File: config.mk
export PLATFORM = sky130hd
export DESIGN_NAME = sa_b_channel
export DESIGN_NICKNAME = d
export VERILOG_FILES = /design/src/rtl/sa_b_channel_pkg.sv /design/src/rtl/sa_b_channel_fifo.sv /design/src/rtl/sa_b_channel.sv
export SDC_FILE = /design/constraint.sdc
export NUM_CORES = 1
export LEC_CHECK = 0
export CORE_MARGIN = 3
export CORE_UTILIZATION = 56
export CTS_BUF_LIST = sky130_fd_sc_hd__clkbuf_8 sky130_fd_sc_hd__clkbuf_16
export CTS_CLUSTER_DIAMETER = 60
export DETAILED_ROUTE_END_ITERATION = 6
export PLACE_DENSITY = 0.83
export SLEW_MARGIN = 20
export SYNTH_ARGS = -nofsm -noshare
export SYNTH_HDL_FRONTEND = slang
export SYNTH_SLANG_ARGS = --single-unit
File: constraint.sdc
create_clock -name ACLK_i -period 8.6 [get_ports ACLK_i]
set_clock_uncertainty 0.2 [all_clocks]
set_input_delay 0.86 -clock ACLK_i [delete_from_list [all_inputs] [get_ports ACLK_i]]
set_output_delay 0.86 -clock ACLK_i [all_outputs]
set_load 0.02 [all_outputs]
File: src/rtl/sa_b_channel_pkg.sv
// Shared interconnect definitions: BRESP encodings, B-channel FSM states
// and the severity-ordered response merge used for 4KB-split writes.
package sa_b_channel_pkg;

    localparam logic [1:0] RESP_OKAY   = 2'b00;
    localparam logic [1:0] RESP_EXOKAY = 2'b01;
    localparam logic [1:0] RESP_SLVERR = 2'b10;
    localparam logic [1:0] RESP_DECERR = 2'b11;

    typedef enum logic {
        S_PASS  = 1'b0,
        S_MERGE = 1'b1
    } bMergeState_e;

    // Severity rank: DECERR > SLVERR > OKAY > EXOKAY
    function automatic logic [1:0] respRank(input logic [1:0] resp);
        case (resp)
            RESP_DECERR: return 2'd3;
            RESP_SLVERR: return 2'd2;
            RESP_OKAY:   return 2'd1;
            default:     return 2'd0;
        endcase
    endfunction

    // Combine the two halves of a split write into one response; EXOKAY
    // survives only when both halves were exclusive-okay.
    function automatic logic [1:0] bRespMerge(input logic [1:0] respA,
                                              input logic [1:0] respB);
        return (respRank(respA) >= respRank(respB)) ? respA : respB;
    endfunction

endpackage

File: src/rtl/sa_b_channel_fifo.sv
// Small synchronous FIFO with registered write and combinational head read;
// a pushed entry becomes visible at the head on the following cycle.
module sa_b_channel_fifo #(
    parameter int DATA_WIDTH = 1,
    parameter int FIFO_DEPTH = 8
) (
    input  logic                  ACLK_i,
    input  logic                  ARESETn_i,
    input  logic                  wrEn,
    input  logic [DATA_WIDTH-1:0] wrData,
    input  logic                  rdEn,
    output logic [DATA_WIDTH-1:0] rdData,
    output logic                  full,
    output logic                  empty
);

    localparam int PTR_W = (FIFO_DEPTH > 1) ? $clog2(FIFO_DEPTH) : 1;
    localparam int CNT_W = $clog2(FIFO_DEPTH + 1);

    logic [DATA_WIDTH-1:0] mem [FIFO_DEPTH];
    logic [PTR_W-1:0]      wrPtr;
    logic [PTR_W-1:0]      rdPtr;
    logic [CNT_W-1:0]      count;
    logic                  doPush;
    logic                  doPop;

    assign full   = (count == CNT_W'(FIFO_DEPTH));
    assign empty  = (count == '0);
    assign doPush = wrEn & ~full;
    assign doPop  = rdEn & ~empty;
    assign rdData = mem[rdPtr];

    // Store accepted pushes into the slot addressed by the write pointer
    always_ff @(posedge ACLK_i) begin
        if (doPush) begin
            mem[wrPtr] <= wrData;
        end
    end

    // Advance pointers and occupancy; push and pop together keep count steady
    always_ff @(posedge ACLK_i) begin
        if (!ARESETn_i) begin
            wrPtr <= '0;
            rdPtr <= '0;
            count <= '0;
        end else begin
            if (doPush) begin
                wrPtr <= (wrPtr == PTR_W'(FIFO_DEPTH - 1)) ? '0 : wrPtr + 1'b1;
            end
            if (doPop) begin
                rdPtr <= (rdPtr == PTR_W'(FIFO_DEPTH - 1)) ? '0 : rdPtr + 1'b1;
            end
            if (doPush && !doPop) begin
                count <= count + 1'b1;
            end else if (doPop && !doPush) begin
                count <= count - 1'b1;
            end
        end
    end

endmodule

File: src/rtl/sa_b_channel.sv
// Slave-side B channel: merges responses of 4KB-split write pairs, tracked
// by an AW order queue, and dispatches one-hot BVALID to the owning master.
module sa_b_channel
    import sa_b_channel_pkg::*;
#(
    parameter int MST_AMT         = 3,
    parameter int OUTSTANDING_AMT = 8,
    parameter int TRANS_MST_ID_W  = 5,
    parameter int MST_ID_W        = $clog2(MST_AMT),
    parameter int TRANS_SLV_ID_W  = TRANS_MST_ID_W + MST_ID_W,
    parameter int TRANS_WR_RESP_W = 2
) (
    input  logic                       ACLK_i,
    input  logic                       ARESETn_i,
    input  logic                       AW_order_wr_en_i,
    input  logic                       AW_split_first_i,
    output logic                       AW_order_full_o,
    input  logic [TRANS_SLV_ID_W-1:0]  s_BID_i,
    input  logic [TRANS_WR_RESP_W-1:0] s_BRESP_i,
    input  logic                       s_BVALID_i,
    output logic                       s_BREADY_o,
    output logic [TRANS_MST_ID_W-1:0]  dsp_BID_o,
    output logic [TRANS_WR_RESP_W-1:0] dsp_BRESP_o,
    output logic [MST_AMT-1:0]         dsp_BVALID_o,
    input  logic [MST_AMT-1:0]         dsp_BREADY_i
);

    localparam logic [MST_ID_W:0] MST_LIMIT = (MST_ID_W + 1)'(MST_AMT);

    logic                       orderFull;
    logic                       orderEmpty;
    logic                       headSplit;
    logic                       sHs;
    logic                       downHs;
    logic                       sReady;
    logic [MST_ID_W-1:0]        inMst;
    logic                       inMstOk;
    bMergeState_e               state;
    bMergeState_e               nextState;
    logic                       loadOut;
    logic                       captureMerge;
    logic [TRANS_WR_RESP_W-1:0] loadResp;
    logic [TRANS_WR_RESP_W-1:0] mergeResp;
    logic [MST_ID_W-1:0]        outMst;
    logic [TRANS_MST_ID_W-1:0]  outId;
    logic [TRANS_WR_RESP_W-1:0] outResp;
    logic                       outValid;

    sa_b_channel_fifo #(
        .DATA_WIDTH (1),
        .FIFO_DEPTH (OUTSTANDING_AMT)
    ) orderFifo (
        .ACLK_i    (ACLK_i),
        .ARESETn_i (ARESETn_i),
        .wrEn      (AW_order_wr_en_i),
        .wrData    (AW_split_first_i),
        .rdEn      (sHs),
        .rdData    (headSplit),
        .full      (orderFull),
        .empty     (orderEmpty)
    );

    assign inMst   = s_BID_i[TRANS_SLV_ID_W-1 -: MST_ID_W];
    assign inMstOk = ({1'b0, inMst} < MST_LIMIT);
    assign sReady  = ~orderEmpty & (~outValid | downHs);
    assign sHs     = s_BVALID_i & sReady;

    // Downstream handshake: the addressed master accepts the held response
    always_comb begin
        downHs = 1'b0;
        for (int i = 0; i < MST_AMT; i++) begin
            if (outValid && (outMst == MST_ID_W'(i)) && dsp_BREADY_i[i]) begin
                downHs = 1'b1;
            end
        end
    end

    // Merge FSM state and first-half response register
    always_ff @(posedge ACLK_i) begin
        if (!ARESETn_i) begin
            state     <= S_PASS;
            mergeResp <= '0;
        end else begin
            state <= nextState;
            if (captureMerge) begin
                mergeResp <= s_BRESP_i;
            end
        end
    end

    // Decide per slave handshake whether to hold, merge or forward
    always_comb begin
        nextState    = state;
        loadOut      = 1'b0;
        captureMerge = 1'b0;
        loadResp     = s_BRESP_i;
        if (sHs) begin
            case (state)
                S_PASS: begin
                    if (headSplit) begin
                        captureMerge = 1'b1;
                        nextState    = S_MERGE;
                    end else begin
                        loadOut = 1'b1;
                    end
                end
                S_MERGE: begin
                    loadOut   = 1'b1;
                    loadResp  = bRespMerge(mergeResp, s_BRESP_i);
                    nextState = S_PASS;
                end
                default: nextState = S_PASS;
            endcase
        end
    end

    // Output register: a new load wins over clearing on downstream handshake;
    // responses for nonexistent masters are dropped here
    always_ff @(posedge ACLK_i) begin
        if (!ARESETn_i) begin
            outMst   <= '0;
            outId    <= '0;
            outResp  <= '0;
            outValid <= 1'b0;
        end else if (loadOut && inMstOk) begin
            outMst   <= inMst;
            outId    <= s_BID_i[TRANS_MST_ID_W-1:0];
            outResp  <= loadResp;
            outValid <= 1'b1;
        end else if (downHs) begin
            outValid <= 1'b0;
        end
    end

    // Drive outputs, forced low while reset is held
    always_comb begin
        for (int i = 0; i < MST_AMT; i++) begin
            dsp_BVALID_o[i] = ARESETn_i & outValid & (outMst == MST_ID_W'(i));
        end
        dsp_BID_o       = ARESETn_i ? outId : '0;
        dsp_BRESP_o     = ARESETn_i ? outResp : '0;
        s_BREADY_o      = ARESETn_i & sReady;
        AW_order_full_o = ARESETn_i & orderFull;
    end

endmodule

==> summary by stage, run 1 <==
Power
The total power is ~0.57 mW. The power density of the placed cells is around 270 mW/mm². The static leakage is roughly 0.83 nW. The worst-case IR drop observed on VDD is around 210 µV.

Hold path
The path type of the worst min-delay path is reg -> reg. Along the worst hold path, the cell count comes to 2. The worst hold path begins at outId[0]. For hold timing, the worst endpoint is outId[0].

Cells and area
Cells fill 73.4% of the core in the end. The top cell types in the final layout, fill and taps aside, are sky130_fd_sc_hd__clkdlybuf4s50_1, sky130_fd_sc_hd__dfxtp_1, sky130_fd_sc_hd__nand2_1. After the last flow step, the layout net total stands at between 200 and 250.

The proportion of layout cells with a drive suffix above 1 is 6.28%. The final antenna diode count is 0. The library cell used most frequently in the layout, excluding fill and tap cells, is sky130_fd_sc_hd__clkdlybuf4s50_1. Compared with the post-synthesis result, the final layout area differs by 20.0%. Leaving out filler cells and counting taps, the final layout contains about 240. Summing all non-filler instances in the final layout gives an area of between 0.002 and 0.0025 mm².

Yosys
The mean cell area of the mapped netlist is 9.85 µm². Counting every net in the synthesized netlist gives ~210. The most frequently used flop master after synthesis is sky130_fd_sc_hd__dfxtp_1. In the post-synthesis netlist, the biggest area contributors are sky130_fd_sc_hd__dfxtp_1, sky130_fd_sc_hd__edfxtp_1, sky130_fd_sc_hd__ha_1, sky130_fd_sc_hd__a21oi_1, sky130_fd_sc_hd__nand2_1.

The cell count after synthesis came out at between 150 and 200. The biggest area consumer among synthesized cells is sky130_fd_sc_hd__dfxtp_1. In this run, synthesis inferred 8 flip-flops with an integrated enable. In this run the cell area of the synthesized design comes to approximately 0.0017 mm². The fraction of the yosys area taken by sequential cells is between 40% and 50%. Summed over its instances, the top area cell type makes up 29.8% of the synthesized netlist area.

The synthesized design contains 34 register bits. Yosys printed 0 warnings. The distinct cell type count of the synthesized netlist is 39. In the synthesized netlist the async set-or-reset flop fraction comes to 0%.

Floorplan
The initial utilization of the core area, before any placement, comes to approximately three fifths. In this run the vertical extent of the chip is ~62 µm. The floorplan step defined a die boundary enclosing 0.00382 mm². The number of top-level design ports is 29.

In this run the horizontal extent of the chip is around 62 µm. The placeable core region is 0.00285 mm². The count of standard-cell rows is 19.

Global route
The number of global-route vias before repair is roughly 1300. The final global-route overflow total is 0. The initial antenna violation count was 0. The global router's overall resource usage is 20.7%. The global-route wire length before repair is 5.71 mm. Entering global routing, the biggest net connects 21 pins.

Clock network
TritonCTS built the clock tree. The deepest level of the CTS H-tree is 2. The TritonCTS buffer count is 5.

After clock tree synthesis, the repair step resized 0 gates. After clock tree synthesis, the flow added hold-fix buffers numbering 0. The sink count of the clock tree is 34.

For the worst-skew pair, the clock arrives at the later sink with an insertion delay of between 0.2 and 0.3 ns. The clock passes through at most 2 buffers. The clock root buffer is sky130_fd_sc_hd__clkbuf_8.

Clock-pin slew was measured on the worst setup and hold paths at about 0.060 ns. The number of buffers inserted to repair setup after CTS is 0.

Routing
The count of vias placed by the detailed router is 1380. The count of nets left with antenna violations once routing finished came out at 0. Dividing the detail-routed via count by the number of cells gives 5.80. For this block, the initial DRC count from the detailed router was between 80 and 90.

After detailed routing, the average wire length per cell comes to 14.7 µm. After detailed routing, the number of remaining DRC violations is 0. The first-pass iteration count of the detailed router is 4.

The final wirelength is 3.51 mm.

Placement
The sum of net half-perimeters after detailed placement is 2.64 mm. The quantity of I/O buffers inserted on ports is 28. The routability congestion estimate from global placement is 0.850.

The worst setup slack after placement is 4.69 ns. After detailed placement, the total cell area comes to just over 0.002 mm². Counting tap cells, the placed design contains a total of 230 instances.

STA
The portion of the clock cycle consumed by the worst path in the final layout is 45.6%. The max-slew headroom at the worst pin is 61.5%. Subtracting the final worst setup slack from the clock period gives just under 4 ns. The smallest hold slack is 0.277 ns. The count of endpoints failing hold in the final timing report came to 0. The max-slew violation count is 0. After routing, the total negative slack on setup checks comes to 0 ns. After layout, the worst setup slack is 4.68 ns. For this run, the top clock speed supported by timing is around 250 MHz. Setup repair after global routing left no endpoint under its margin. The number of setup violations in the final report is 0. The transition time at the pin with the least slew margin is 0.577 ns.

Setup path
The critical setup path kind is in -> out. The critical register-to-register path endpoint is orderFifo.count[3]. The signal arrival time at the worst endpoint is between 2 and 3 ns. The worst reg2reg path depth is 11. In this run the critical register-to-register path is launched from orderFifo.count[0].

The required arrival time at the worst endpoint is 7.54 ns. For flop-to-flop paths, the worst setup slack is between 5 and 6 ns. The nature of the critical path startpoint is a primary input. The worst-path maximum fanout is 20.

The kind of capture point of the worst setup path is an output pin.

Run status
The flow ran to the end, and the final reports show no timing, DRC or antenna violations.

Job
Across the run, the number of max-cap violations was 0.
[worst max-delay path: stages]
cell and delay, ns:
sky130_fd_sc_hd__clkdlybuf4s50_1 0.78, sky130_fd_sc_hd__inv_1 0.41, sky130_fd_sc_hd__nor2_1 0.19, sky130_fd_sc_hd__clkdlybuf4s50_1 0.62
[cells in the mapped netlist, drive strengths merged (2+ instances only)]
master  count
inv         6
dfxtp      26
xnor2       2
a211oi      2
nor3b       2
nand2      19
nor2       10
clkbuf      3
mux4        2
o21ai       9
nand3       8
nand3b      2
or3         4
nor3        7
edfxtp      8
a21oi      19
nand2b      3
buf         3
and2        8
mux2i       7
o21a        3
ha         13
and3        2
[layer usage]
metal  GRT usage [%]  share of wire (%)  up-vias
li1                -                  -      683
met1            24.3                 45      633
met2            35.4                 46       55
met3            7.64                7.8        9
met4            5.76                1.5        0
met5               0                  0        -
[power by group]
group          internal [mW]  switching [mW]
sequential             0.195          0.0301
combinational          0.108           0.132
clock                 0.0544          0.0546
total                  0.357           0.217
[state kept, by name (all words and copies together) (netlist names), named ones only]
register	cells
mergeResp	2
orderFifo.count	4
outValid	1
orderFifo.rdPtr	3
outMst	2
orderFifo.mem	8
outId	5
orderFifo.wrPtr	3
state	1
outResp	2
[worst max path at each step]
stage,start,endpoint
6_report,ARESETn_i,AW_order_full_o
5_1_grt,ARESETn_i,AW_order_full_o
4_1_cts,ARESETn_i,AW_order_full_o
3_5_place_dp,dsp_BREADY_i[2],orderFifo.count[3]
3_3_place_gp,ARESETn_i,AW_order_full_o
2_1_floorplan,dsp_BREADY_i[2],orderFifo.count[3]
[logic make-up after synthesis]
group | Yosys count | synth area share, %
fa+ha+maj | 14 | 10.5
mux | 9 | 7.75
flops | 34 | 43.6
simple gates | 68 | 20.1
buf+inv | 13 | 4.52
compound gates | 36 | 12.1
xor+xnor | 3 | 1.51
[layout make-up]
type	instances	area [µm²]
clock buffers	5	68.8
clock inverters	3	12.5
fillers	208	759
inverters	7	27.5
multi-input cells	130	905
flip-flops and latches	34	761
well taps	31	38.8
repair buffers	28	280
Note: power is estimated with default switching activity, not from simulation.
==> inputs of run 2 (changes only) <==
--- a/config.mk
+++ b/config.mk
@@ -6,11 +6,11 @@
 export NUM_CORES = 1
 export LEC_CHECK = 0
 export CORE_MARGIN = 3
-export CORE_UTILIZATION = 56
+export CORE_UTILIZATION = 47
 export CTS_BUF_LIST = sky130_fd_sc_hd__clkbuf_8 sky130_fd_sc_hd__clkbuf_16
 export CTS_CLUSTER_DIAMETER = 60
 export DETAILED_ROUTE_END_ITERATION = 6
-export PLACE_DENSITY = 0.83
+export PLACE_DENSITY = 0.75
 export SLEW_MARGIN = 20
 export SYNTH_ARGS = -nofsm -noshare
 export SYNTH_HDL_FRONTEND = slang
==> constraint.sdc (replaced) <==
create_clock -name ACLK_i -period 3.5 [get_ports ACLK_i]
set_clock_uncertainty 0.2 [all_clocks]
set_input_delay 0.35 -clock ACLK_i [delete_from_list [all_inputs] [get_ports ACLK_i]]
set_output_delay 0.35 -clock ACLK_i [all_outputs]
set_load 0.02 [all_outputs]
==> summary by stage, run 2 (synthesis results as in run 1) <==
Floorplan
The width of the die is around 67 µm. Measured along the y axis, the die boundary spans around 67 µm. 29 I/O pins were placed. The die covers approximately 0.0045 mm². For this configuration, the core starts out at a cell density of 50.7%. The floorplan has 21 rows. The placeable core region is 0.00344 mm².

Setup path
At the worst endpoint, the required time is 3.52 ns. In this run the worst setup path begins at orderFifo.count[0]. The critical register-to-register path endpoint is orderFifo.count[3]. The critical path is of the reg -> reg type. The nature of the critical path startpoint is a flop. The setup check on the worst reg-to-reg path leaves a slack of 0.46 ns.

The signal arrival time at the worst endpoint is approximately 3.1 ns. Along the worst path, the maximum fanout reaches 12. The worst reg2reg path depth is 11. The kind of capture point of the worst setup path is a flop. The startpoint of the worst register-to-register path is orderFifo.count[0].

Power
Summed over all nets, the switching power comes to about 0.52 mW. Sequential cells burn a little under two fifths of the power. The fraction of power spent switching nets is between 30% and 40%. The total power is roughly 1.5 mW.

The worst voltage drop across the vdd grid is ~280 µV. The power density of the placed cells is between 600 and 700 mW/mm². The internal power is slightly below 1 mW.

In this run, the combinational gates consume 39.2% of the power. The clock share of power is 24.0%. The static leakage is between 0.8 and 0.9 nW.

Routing
The first-pass iteration count of the detailed router is 4. The uppermost metal layer occupied by signal nets is met4. The via count normalized by instance count is 5.35. The number of DRC markers in iteration 0 is 62. In the final routing, the length of wire on met1 measures ~1.4 mm. The final wirelength is around 3.4 mm. The total length of routed met2 wires is about 1.7 mm.

The average wire per standard cell is around 13 µm. In this run the remaining antenna-violating nets after routing total 0. The count of vias placed by the detailed router is approximately 1400. For this run, design rule violations remaining after detail routing come to 0. The routed design uses between 200 and 250 µm of met3 wire.

Cells and area
The proportion of layout cells with a drive suffix above 1 is under 10%. The number of antenna diodes in the final layout is 0. The count of nets after finishing is around 240. The signed area change from the synthesized netlist to the final layout is 24.0%. The number of fillers in the final layout is 302. Ranked by flip-flop count, first place goes to orderFifo.mem. The most common cell after layout, fill and taps aside is sky130_fd_sc_hd__clkdlybuf4s50_1. The library cells used most frequently in the layout, excluding fill and tap cells, are sky130_fd_sc_hd__clkdlybuf4s50_1, sky130_fd_sc_hd__dfxtp_1, sky130_fd_sc_hd__nand2_1. The design area is about 0.0022 mm². In the final layout, the registers with the most flip-flops are orderFifo.mem (8), outId (5), orderFifo.count (4). Leaving out filler cells and counting taps, the final layout contains 255.

The number of flip-flops under the largest register name is 8.

Clock network
The clock-pin transition on the worst setup and hold timing paths is 0.07 ns. The insertion delay to the later sink of the worst-skew pair is roughly 0.28 ns. The deepest level of the CTS H-tree is 2.

The quantity of hold-fixing buffers added after cts is 0. The clock passes through at most 2 buffers. The sink count of the clock tree is 34. The TritonCTS buffer count is 5. The TritonCTS clock tree is done. In this run the clock root is driven by a sky130_fd_sc_hd__clkbuf_8. The number of gates resized after CTS is 0.

Post-CTS timing repair inserted 0 buffers for setup.

Placement
In this run, placement finished with an instance count of between 200 and 250. The quantity of I/O buffers inserted on ports is 28. The sum of net half-perimeters after detailed placement is around 2.6 mm.

The placed instances occupy a cell area of between 0.002 and 0.0025 mm². The routability congestion estimate from global placement is approximately 0.80.

Hold path
The path type of the worst min-delay path is reg -> reg. The end of the worst hold path is outId[4]. Counting instances, the worst hold path has a depth of 2.

In this run the most critical hold path is launched from outId[4].

Global route
The number of global-route vias before repair was between 1000 and 1500. The global router's overall resource usage is roughly 17%. The initial antenna violation count came to 0. Entering global routing, the biggest net connects 20 pins. The first global-routing pass estimated 5.61 mm of wire. For this run the aggregate overflow at the end of global routing stands at 0.

STA
Setup repair after global routing left no endpoint under its margin. The max-slew violation count is 0. The worst path needs 3.04 ns of the cycle, external delays included. The max-slew headroom at the worst pin is between 60% and 70%. Adding up every negative setup slack in the final design gives 0 ns. The number of setup violations in the final report is 0. The transition time at the pin with the least slew margin is 0.526 ns. The highest attainable clock frequency is roughly 330 MHz. The portion of the clock cycle consumed by the worst path in the final layout is between 80% and 90%. The count of endpoints failing hold in the final timing report is 0.

Job
The number of maximum-capacitance constraint violations is 0.

Run status
The run finished with clean final reports.
run 2: area by class of cell:
cell class / count / area (µm²) / share of cell area, %
Inverter: 7 / 27.5 / 1.27
Tap cell: 46 / 57.6 / 2.66
Clock inverter: 2 / 33.8 / 1.56
Sequential cell: 34 / 761 / 35.2
Clock buffer: 6 / 82.6 / 3.82
Timing Repair Buffer: 30 / 295 / 13.7
Multi-Input combinational cell: 130 / 905 / 41.8
run 2: layer usage:
layer / track usage, % / up-vias
met5: 0 / -
met4: 6.84 / 0
met3: 6.07 / 7
met2: 29.1 / 41
met1: 19.0 / 624
li1: - / 691
run 2: worst max-delay path, cell delays in order (launching register included):
cell                       delay [ns]
sky130_fd_sc_hd__dfxtp_1         0.36
sky130_fd_sc_hd__or4_1           0.59
sky130_fd_sc_hd__and3_4          0.28
sky130_fd_sc_hd__clkinv_2        0.06
sky130_fd_sc_hd__ha_1            0.18
sky130_fd_sc_hd__inv_1           0.10
sky130_fd_sc_hd__ha_1            0.29
sky130_fd_sc_hd__a21o_1          0.15
sky130_fd_sc_hd__a21oi_1         0.18
sky130_fd_sc_hd__xnor2_1         0.11
sky130_fd_sc_hd__or3_1           0.31
sky130_fd_sc_hd__a21oi_1         0.15
run 2: through the flow:
step | hold slack, ns | worst slack [ns] | utilization [%]
2_1_floorplan | 0.246 | 0.619 | -
3_3_place_gp | 0.259 | 0.396 | 59.4
3_5_place_dp | 0.275 | 0.168 | 59.4
4_1_cts | 0.283 | 0.458 | 62.8
5_1_grt | 0.307 | 0.307 | 62.8
6_report | 0.277 | 0.458 | 62.8
run 2: power groups by stage:
stage	Sequential [mW]	Combinational [mW]	Clock, mW
6_report	0.552	0.588	0.361
5_1_grt	0.564	0.662	0.383
4_1_cts	0.552	0.594	0.371
3_5_place_dp	0.559	0.590	0
3_3_place_gp	0.552	0.558	0
2_1_floorplan	0.541	0.465	0
run 2: worst max-delay path by stage:
stage                    endpoint  depth (start not counted)  slack (ns)
3_5_place_dp   orderFifo.count[3]                         13        0.17
6_report       orderFifo.count[3]                         11        0.46
5_1_grt        orderFifo.count[3]                         13        0.31
4_1_cts        orderFifo.count[3]                         11        0.46
2_1_floorplan  orderFifo.count[3]                         12        0.62
3_3_place_gp   orderFifo.count[3]                         13        0.40
